--- config.mk ---
export PLATFORM = sky130hd
export DESIGN_NAME = tx_control_arb_module
export DESIGN_NICKNAME = d
export VERILOG_FILES = /design/src/rtl/tx_control_arb_module.sv
export SDC_FILE = /design/constraint.sdc
export NUM_CORES = 1
export LEC_CHECK = 0
export BUFFER_PORTS_ARGS = -buffer_cell sky130_fd_sc_hd__buf_2
export CORE_MARGIN = 1
export CORE_UTILIZATION = 30
export DETAILED_ROUTE_END_ITERATION = 8
export SETUP_SLACK_MARGIN = 0.2
export SKIP_CTS_REPAIR_TIMING = 1
export SYNTH_ARGS = -nofsm -noshare
export SYNTH_HDL_FRONTEND = slang
export SYNTH_SLANG_ARGS = --single-unit
--- constraint.sdc ---
create_clock -name CLK -period 4.5 [get_ports CLK]
set_input_delay 0 -clock CLK [delete_from_list [all_inputs] [get_ports CLK]]
set_output_delay 0 -clock CLK [all_outputs]
set_load 0.01 [all_outputs]
--- src/rtl/tx_control_arb_module.sv ---
// Purpose: single-wire frame transmitter (start, 32 data LSB-first, even parity, stop) with collision abort, random backoff and bounded retry.
// Latency: request accepted in IDLE, first bus drive one cycle after bus_idle is seen; every bit change follows its BPS_CLK tick by one cycle.
// Backpressure: Tx_Busy high outside IDLE; requests arriving while busy are dropped, a waiting frame holds off while bus_idle=0 or Tx_Cancel=1.
module tx_control_arb_module #(
  parameter int unsigned MAX_RETRY    = 4,
  parameter int unsigned BACKOFF_BITS = 4,
  parameter logic [15:0] LFSR_SEED    = 16'hACE1
) (
  input  logic        CLK,
  input  logic        RST,
  input  logic        Tx_En_Sig,
  input  logic [31:0] Tx_Data,
  input  logic        BPS_CLK,
  input  logic        bus_idle,
  input  logic        Tx_Cancel,
  output logic        Count_Sig,
  output logic        Tx_Pin_Out,
  output logic        Tx_Pin_to_Rx,
  output logic        Tx_Transmit_now,
  output logic        Tx_Done_Sig,
  output logic        Tx_Fail_Sig,
  output logic        Tx_Busy
);

  localparam int RW = (MAX_RETRY > 0) ? $clog2(MAX_RETRY + 1) : 1;
  localparam int BW = BACKOFF_BITS + 1;

  typedef enum logic [3:0] {
    S_IDLE,
    S_WAIT_BUS,
    S_START,
    S_DATA,
    S_PARITY,
    S_STOP,
    S_DONE,
    S_BACKOFF,
    S_FAIL
  } state_t;

  state_t          state_q;
  logic [31:0]     data_q;
  logic            parity_q;
  logic [4:0]      bit_idx_q;
  logic [RW-1:0]   retry_q;
  logic [BW-1:0]   bo_cnt_q;
  logic [15:0]     lfsr_q;
  logic [15:0]     lfsr_d;
  logic            pin_q;
  logic            count_q;
  logic            txnow_q;
  logic            done_q;
  logic            fail_q;

  logic            collide;
  logic            retry_full;
  logic [BW-1:0]   bo_load;
  logic [4:0]      next_idx;

  // Fibonacci LFSR, taps 16,14,13,11 (bits 15,13,12,10)
  assign lfsr_d = {lfsr_q[14:0], lfsr_q[15] ^ lfsr_q[13] ^ lfsr_q[12] ^ lfsr_q[10]};

  // Collision only matters while start, data or parity bits are on the wire
  assign collide    = Tx_Cancel && ((state_q == S_START) || (state_q == S_DATA) || (state_q == S_PARITY));
  assign retry_full = (retry_q == RW'(MAX_RETRY));
  assign bo_load    = {1'b0, lfsr_q[BACKOFF_BITS-1:0]} + BW'(1);
  assign next_idx   = bit_idx_q + 5'd1;

  // Backoff randomiser free-runs every cycle so retry timing decorrelates between transmitters
  always_ff @(posedge CLK) begin
    if (RST) begin
      lfsr_q <= LFSR_SEED;
    end else begin
      lfsr_q <= lfsr_d;
    end
  end

  // Frame sequencer with registered bus-facing outputs
  always_ff @(posedge CLK) begin
    if (RST) begin
      state_q   <= S_IDLE;
      data_q    <= '0;
      parity_q  <= 1'b0;
      bit_idx_q <= '0;
      retry_q   <= '0;
      bo_cnt_q  <= '0;
      pin_q     <= 1'b1;
      count_q   <= 1'b0;
      txnow_q   <= 1'b0;
      done_q    <= 1'b0;
      fail_q    <= 1'b0;
    end else begin
      done_q <= 1'b0;
      fail_q <= 1'b0;
      if (collide) begin
        // Release the bus immediately; cancel has priority over a coincident tick
        pin_q     <= 1'b1;
        txnow_q   <= 1'b0;
        bit_idx_q <= '0;
        if (retry_full) begin
          state_q <= S_FAIL;
          fail_q  <= 1'b1;
          count_q <= 1'b0;
        end else begin
          retry_q  <= retry_q + RW'(1);
          bo_cnt_q <= bo_load;
          count_q  <= 1'b1;
          state_q  <= S_BACKOFF;
        end
      end else begin
        unique case (state_q)
          S_IDLE: begin
            pin_q   <= 1'b1;
            count_q <= 1'b0;
            txnow_q <= 1'b0;
            if (Tx_En_Sig) begin
              data_q   <= Tx_Data;
              parity_q <= ^Tx_Data;
              retry_q  <= '0;
              state_q  <= S_WAIT_BUS;
            end
          end
          S_WAIT_BUS: begin
            // Baud counter held off here so the start bit gets a full period
            count_q <= 1'b0;
            if (bus_idle && !Tx_Cancel) begin
              pin_q     <= 1'b0;
              count_q   <= 1'b1;
              txnow_q   <= 1'b1;
              bit_idx_q <= '0;
              state_q   <= S_START;
            end
          end
          S_START: begin
            if (BPS_CLK) begin
              pin_q     <= data_q[0];
              bit_idx_q <= '0;
              state_q   <= S_DATA;
            end
          end
          S_DATA: begin
            if (BPS_CLK) begin
              if (bit_idx_q == 5'd31) begin
                pin_q   <= parity_q;
                state_q <= S_PARITY;
              end else begin
                pin_q     <= data_q[next_idx];
                bit_idx_q <= next_idx;
              end
            end
          end
          S_PARITY: begin
            if (BPS_CLK) begin
              pin_q   <= 1'b1;
              txnow_q <= 1'b0;
              state_q <= S_STOP;
            end
          end
          S_STOP: begin
            if (BPS_CLK) begin
              done_q  <= 1'b1;
              count_q <= 1'b0;
              state_q <= S_DONE;
            end
          end
          S_DONE: begin
            state_q <= S_IDLE;
          end
          S_BACKOFF: begin
            if (BPS_CLK) begin
              bo_cnt_q <= bo_cnt_q - BW'(1);
              if (bo_cnt_q == BW'(1)) begin
                count_q <= 1'b0;
                state_q <= S_WAIT_BUS;
              end
            end
          end
          S_FAIL: begin
            state_q <= S_IDLE;
          end
          default: begin
            pin_q   <= 1'b1;
            count_q <= 1'b0;
            txnow_q <= 1'b0;
            state_q <= S_IDLE;
          end
        endcase
      end
    end
  end

  assign Count_Sig       = count_q;
  assign Tx_Pin_Out      = pin_q;
  assign Tx_Pin_to_Rx    = pin_q;
  assign Tx_Transmit_now = txnow_q;
  assign Tx_Done_Sig     = done_q;
  assign Tx_Fail_Sig     = fail_q;
  assign Tx_Busy         = (state_q != S_IDLE);

endmodule

# Word-level counts from Yosys, hierarchy flattened
# Cells that the tools add are included.
# classes
n_mux	44
addsub	4
bitwise_logic	7
n_reduce_logical	27
magnitude_cmp	1
n_eq_ne	27
# ops
cell	count
2-to-1 mux 4 bit	11
2-to-1 mux 5 bit	8
XOR reduction 32 bit	1
case mux 4 bit (7 select lines)	1
!= test 3 bit (second input constant)	8
equality test 4 x 3 -> 1 bit (second input constant)	4
2-to-1 mux 1 bit	15
case mux 5 bit (3 select lines)	1
2-to-1 mux 3 bit	4
!= test 2 bit (second input constant)	6
AND reduction 3 bit	4
AND reduction 5 bit	2
AND reduction 9 bit	1
equality test 4 x 2 -> 1 bit (second input constant)	2
nonzero test 2 bit	4
< comparator 5 x 6 -> 1 bit (second input constant)	1
OR reduction 6 bit	1
adder 4 x 1 -> 5 bit (second input constant)	1
adder 5 x 1 -> 5 bit (second input constant)	1
binary-select mux 1 bit (select 5 bit)	1
equality test 5 x 1 -> 1 bit (second input constant)	1
equality test 5 bit (second input constant)	1
case mux 1 bit (5 select lines)	1
OR reduction 5 bit	1
21 further kinds	29
# word_totals
wordCells	122
inputBits	38
out_inout_bits	7
regBits	71

# Logic depth before layout (Yosys ltp)
# depth
depth_word	6
depth_mapped	9

# Least setup slack after synthesis
# Ideal clock, no wire load.
# synth_timing
kind	reg-to-reg
start	register bit_idx_q[0]
end	register pin_q (netlist: Tx_Pin_Out)
n_path_buf	1
slack_ns	2.420
synth_period_minus_slack_ns	2.080
setup_ns	0.124
t_required_ns	4.376
arrival_ns	1.957
path_stages_with_launch	7
cell_sequence	dfxtp_1 > ha_1 > buf_4 > mux4_2 > mux4_2 > o211ai_1 > a31oi_1
# synth_between
elab_chain_len	6
word_cells_on_any_way	7
cone_classes	add/sub: 1; eq/ne: 1; mux: 5
# synth_lines
element	line	rtl
start: declaration	43	logic [4:0] bit_idx_q;
start signal: assignment	147	bit_idx_q <= next_idx;
adder 5 x 1 -> 5 bit	66	assign next_idx = bit_idx_q + 5'd1;
binary-select mux 1 bit (select 5 bit)	146	pin_q <= data_q[next_idx];
2-to-1 mux 1 bit (not written as such)	146	
2-to-1 mux 1 bit *	142	if (bit_idx_q == 5'd31) begin
2-to-1 mux 1 bit *	141	if (BPS_CLK) begin
case mux 1 bit (5 select lines) *	110	unique case (state_q)
end signal: assignment	135	pin_q <= data_q[0];
end signal: assignment	143	pin_q <= parity_q;
end signal: assignment	146	
end: declaration	48	logic pin_q;
# Every way passes the cells marked *; elsewhere a longest branch is shown, timed or not. The select of a mux whose other input is x is not followed.
# A chain may end at the register's enable or synchronous reset.

# Final worst setup path
# layout_timing
start	register bit_idx_q[0]
end	register state_q[2]
# layout_between
elab_chain_len	3
# layout_lines
element	line	rtl
equality test 5 bit	142	
!= test 3 x 2 -> 1 bit (no source line)	n/a	
AND reduction 9 bit (no source line)	n/a	
end signal: assignment	137	state_q <= S_DATA;
end signal: assignment	144	state_q <= S_PARITY;
end signal: assignment	155	state_q <= S_STOP;
end: declaration	40	state_t state_q;
# Every way passes these cells.

==> impl_metrics.env <==
export IMPL_outcome="finished, violations left"
export IMPL_violations="hold timing"
export IMPL_synthCells=424
export IMPL_syn_area_um2=3640
export IMPL_setup_viol=0
export IMPL_pwr_share_seq_pct=36.2
export IMPL_clk_pin_slew_ps=70
export IMPL_firstDrtPassIters=4
export IMPL_die_w_um=112
export IMPL_grt_pass1_vias=2883
export IMPL_critPathMaxFanout=12
export IMPL_hold_depth=3
export IMPL_max_slew_margin_rel_pct=20.3
export IMPL_wl_per_cell_um=13.1
export IMPL_viasPerCell=4.88
export IMPL_tightest_slew_ps=1190
export IMPL_core_area_um2=11600
export IMPL_cts_buffers=9
export IMPL_switchingPower_mw=0.895
export IMPL_ant_nets=0
export IMPL_crit_path_end_kind="flip-flop"
export IMPL_clkPwrFrac_pct=29.5
export IMPL_skew_ps=7.81
export IMPL_drt_iter0_markers=120
export IMPL_reg2reg_from="bit_idx_q[0]"
export IMPL_drv_slew=0
export IMPL_fin_crit_sh_pct=59.4
export IMPL_min_delay_start="BPS_CLK"
export IMPL_whs_ps=-12.0
export IMPL_critPathLaunchType="flip-flop"
export IMPL_grt_max_degree=65
export IMPL_swShare_pct=37.7
export IMPL_hpwlAfterDp_mm=5.51
export IMPL_worstPathRequired_ps=4760
export IMPL_netlist_top_cells_area="dfxtp_1 39%, nand2_1 8.0%, xnor2_1 7.5%"
export IMPL_io_pins=45
export IMPL_timing_fmax_mhz=374
export IMPL_finalWorstSetupSlack_ps=1830
export IMPL_ys_seq_area_share_pct=39.0
export IMPL_grt_pass1_wl_mm=13.6
export IMPL_hold_end="Tx_Done_Sig"
export IMPL_yosysWarnings=0
export IMPL_drive_above_1_share_pct=18.1
export IMPL_wl_mm=8.34
export IMPL_worst_r2r_path_depth=9
export IMPL_syn_area_per_cell_um2=8.59
export IMPL_place_congestion=0.868
export IMPL_cts_tree="done"
export IMPL_hold_violations=1
export IMPL_antenna_found_initial=0
export IMPL_vias=3101
export IMPL_area_delta_synth_final_pct=24.5
export IMPL_final_common_cell="nand2_1"
export IMPL_fin_util_pct=39.1
export IMPL_p_int_mw=1.48
export IMPL_io_buffers=44
export IMPL_track_usage_pct=13.4
export IMPL_n_fill_cell=1127
export IMPL_total_leakage_power_nw=1.71
export IMPL_cts_root_buffer="clkbuf_16"
export IMPL_diodes=0
export IMPL_synth_top_area_share_pct=39.0
export IMPL_pre_cts_slack_ps=1860
export IMPL_cts_num_sinks=71
export IMPL_crit_type="reg2reg"
export IMPL_layout_common_cells="78 x nand2_1, 71 x dfxtp_1, 48 x a21oi_1"
export IMPL_nets=532
export IMPL_rows=39
export IMPL_p_comb_share_pct=34.3
export IMPL_die_y_um=112
export IMPL_reg2reg_slack_ps=1830
export IMPL_power_density_nw_per_um2=524
export IMPL_dieArea_um2=12600
export IMPL_clk_latency_ps=340
export IMPL_grt_ovfl_total=0
export IMPL_rsz0062_at_grt="no"
export IMPL_cts_max_level=3
export IMPL_finalSetupTns_ps=0
export IMPL_peakVddDrop_mv=0.219
export IMPL_start_util_pct=31.4
export IMPL_drv_cap=0
export IMPL_cts_buffer_depth=2
export IMPL_worstHoldPathType="in2reg"
export IMPL_netlist_cell_type_count=52
export IMPL_period_needed_ps=2670
export IMPL_route_detailed_drc=0
export IMPL_synth_net_count=469
export IMPL_synth_largest_area_cell="dfxtp_1"
export IMPL_ys_seq_elements=71
export IMPL_cp_data_arrival_time_ps=2940
export IMPL_timing_rr_end="state_q[2]"
metal layers:
layer | vias up | share of wire (%) | track usage [%]
met3 | 12 | 4.4 | 3.40
li1 | 1574 | - | -
met4 | 0 | 1.5 | 4.00
met1 | 1437 | 45 | 17.4
met5 | - | 0 | 0
met2 | 78 | 49 | 21.8
final cells by class:
cell class / count / area [µm²] / area share, %
Clock buffer: 9 / 225 / 4.97
Clock inverter: 7 / 73.8 / 1.63
Inverter: 13 / 48.8 / 1.08
Multi-Input combinational cell: 314 / 2030 / 44.8
Sequential cell: 71 / 1420 / 31.3
Tap cell: 143 / 179 / 3.94
Timing Repair Buffer: 78 / 556 / 12.2
critical path, stage by stage (launching register included):
cell      delay, ps
dfxtp_1         630
ha_1            310
and3_1          180
ha_1            210
nand2b_1        120
a21oi_1          70
o21ai_0         250
a31oi_2         190
or4_1           500
a21oi_1         140
state kept, by name, indices dropped and copies added (netlist names):
name / flops
retry_q: 3
Tx_Done_Sig: 1
state_q: 4
bit_idx_q: 5
parity_q: 1
Tx_Pin_Out: 1
Tx_Fail_Sig: 1
lfsr_q: 16
Count_Sig: 1
data_q: 32
Tx_Transmit_now: 1
bo_cnt_q: 5
cells in the mapped netlist, drive strengths merged:
| master | count |
|---|---|
| nand3 | 11 |
| or4 | 2 |
| a22oi | 2 |
| nand2b | 6 |
| mux4 | 9 |
| dfxtp | 71 |
| clkbuf | 9 |
| mux2i | 5 |
| a21o | 1 |
| ha | 7 |
| maj3 | 1 |
| nand3b | 3 |
| o21ai | 16 |
| o211a | 1 |
| o311a | 1 |
| or2 | 7 |
| a211oi | 3 |
| xor2 | 8 |
| or3 | 3 |
| nor2b | 13 |
| xnor2 | 31 |
| inv | 13 |
| or3b | 1 |
| nand4 | 2 |
| a31oi | 5 |
| buf | 17 |
| nor3 | 8 |
| o2111a | 1 |
| o22a | 1 |
| a311oi | 1 |
| and3 | 4 |
| a21oi | 48 |
| a211o | 2 |
| nor4b | 2 |
| a21boi | 2 |
| o31ai | 1 |
| nor2 | 24 |
| o211ai | 4 |
| nand2 | 78 |
kinds of logic after synthesis:
group / synth area share [%]
AND/OR/NAND/NOR: 21.7
multiplexers: 6.94
adder cells (fa/ha/maj): 2.68
flip-flops: 39.0
XOR/XNOR: 9.38
AO/OA/AOI/OAI: 15.1
buffers and inverters: 5.19
worst max path at each step:
stage	endpoint	slack, ps	startpoint
2_1_floorplan	Tx_Pin_Out	2420	bit_idx_q[0]
3_3_place_gp	Tx_Pin_Out	1980	bit_idx_q[0]
3_5_place_dp	state_q[2]	1860	bit_idx_q[0]
4_1_cts	state_q[2]	1840	bit_idx_q[0]
5_1_grt	state_q[2]	1610	bit_idx_q[0]
6_report	state_q[2]	1830	bit_idx_q[0]
stage by stage:
step	instance area [µm²]	hold WS, ps	total power, mW	std cells
floorplan	3640	136	1.49	424
global placement	3920	263	1.64	587
detailed placement	3920	269	1.67	587
CTS	4220	-93.7	2.37	603
global route	4540	8.86	2.55	635
finish	4540	-12.0	2.38	635
power by group through the flow:
stage	clock network, mW	logic, mW	registers, mW
global placement	0	0.771	0.872
finish	0.701	0.815	0.861
detailed placement	0	0.790	0.875
CTS	0.719	0.794	0.861
global route	0.751	0.916	0.881
floorplan	0	0.682	0.813
Power figures use the tool's default switching activity.
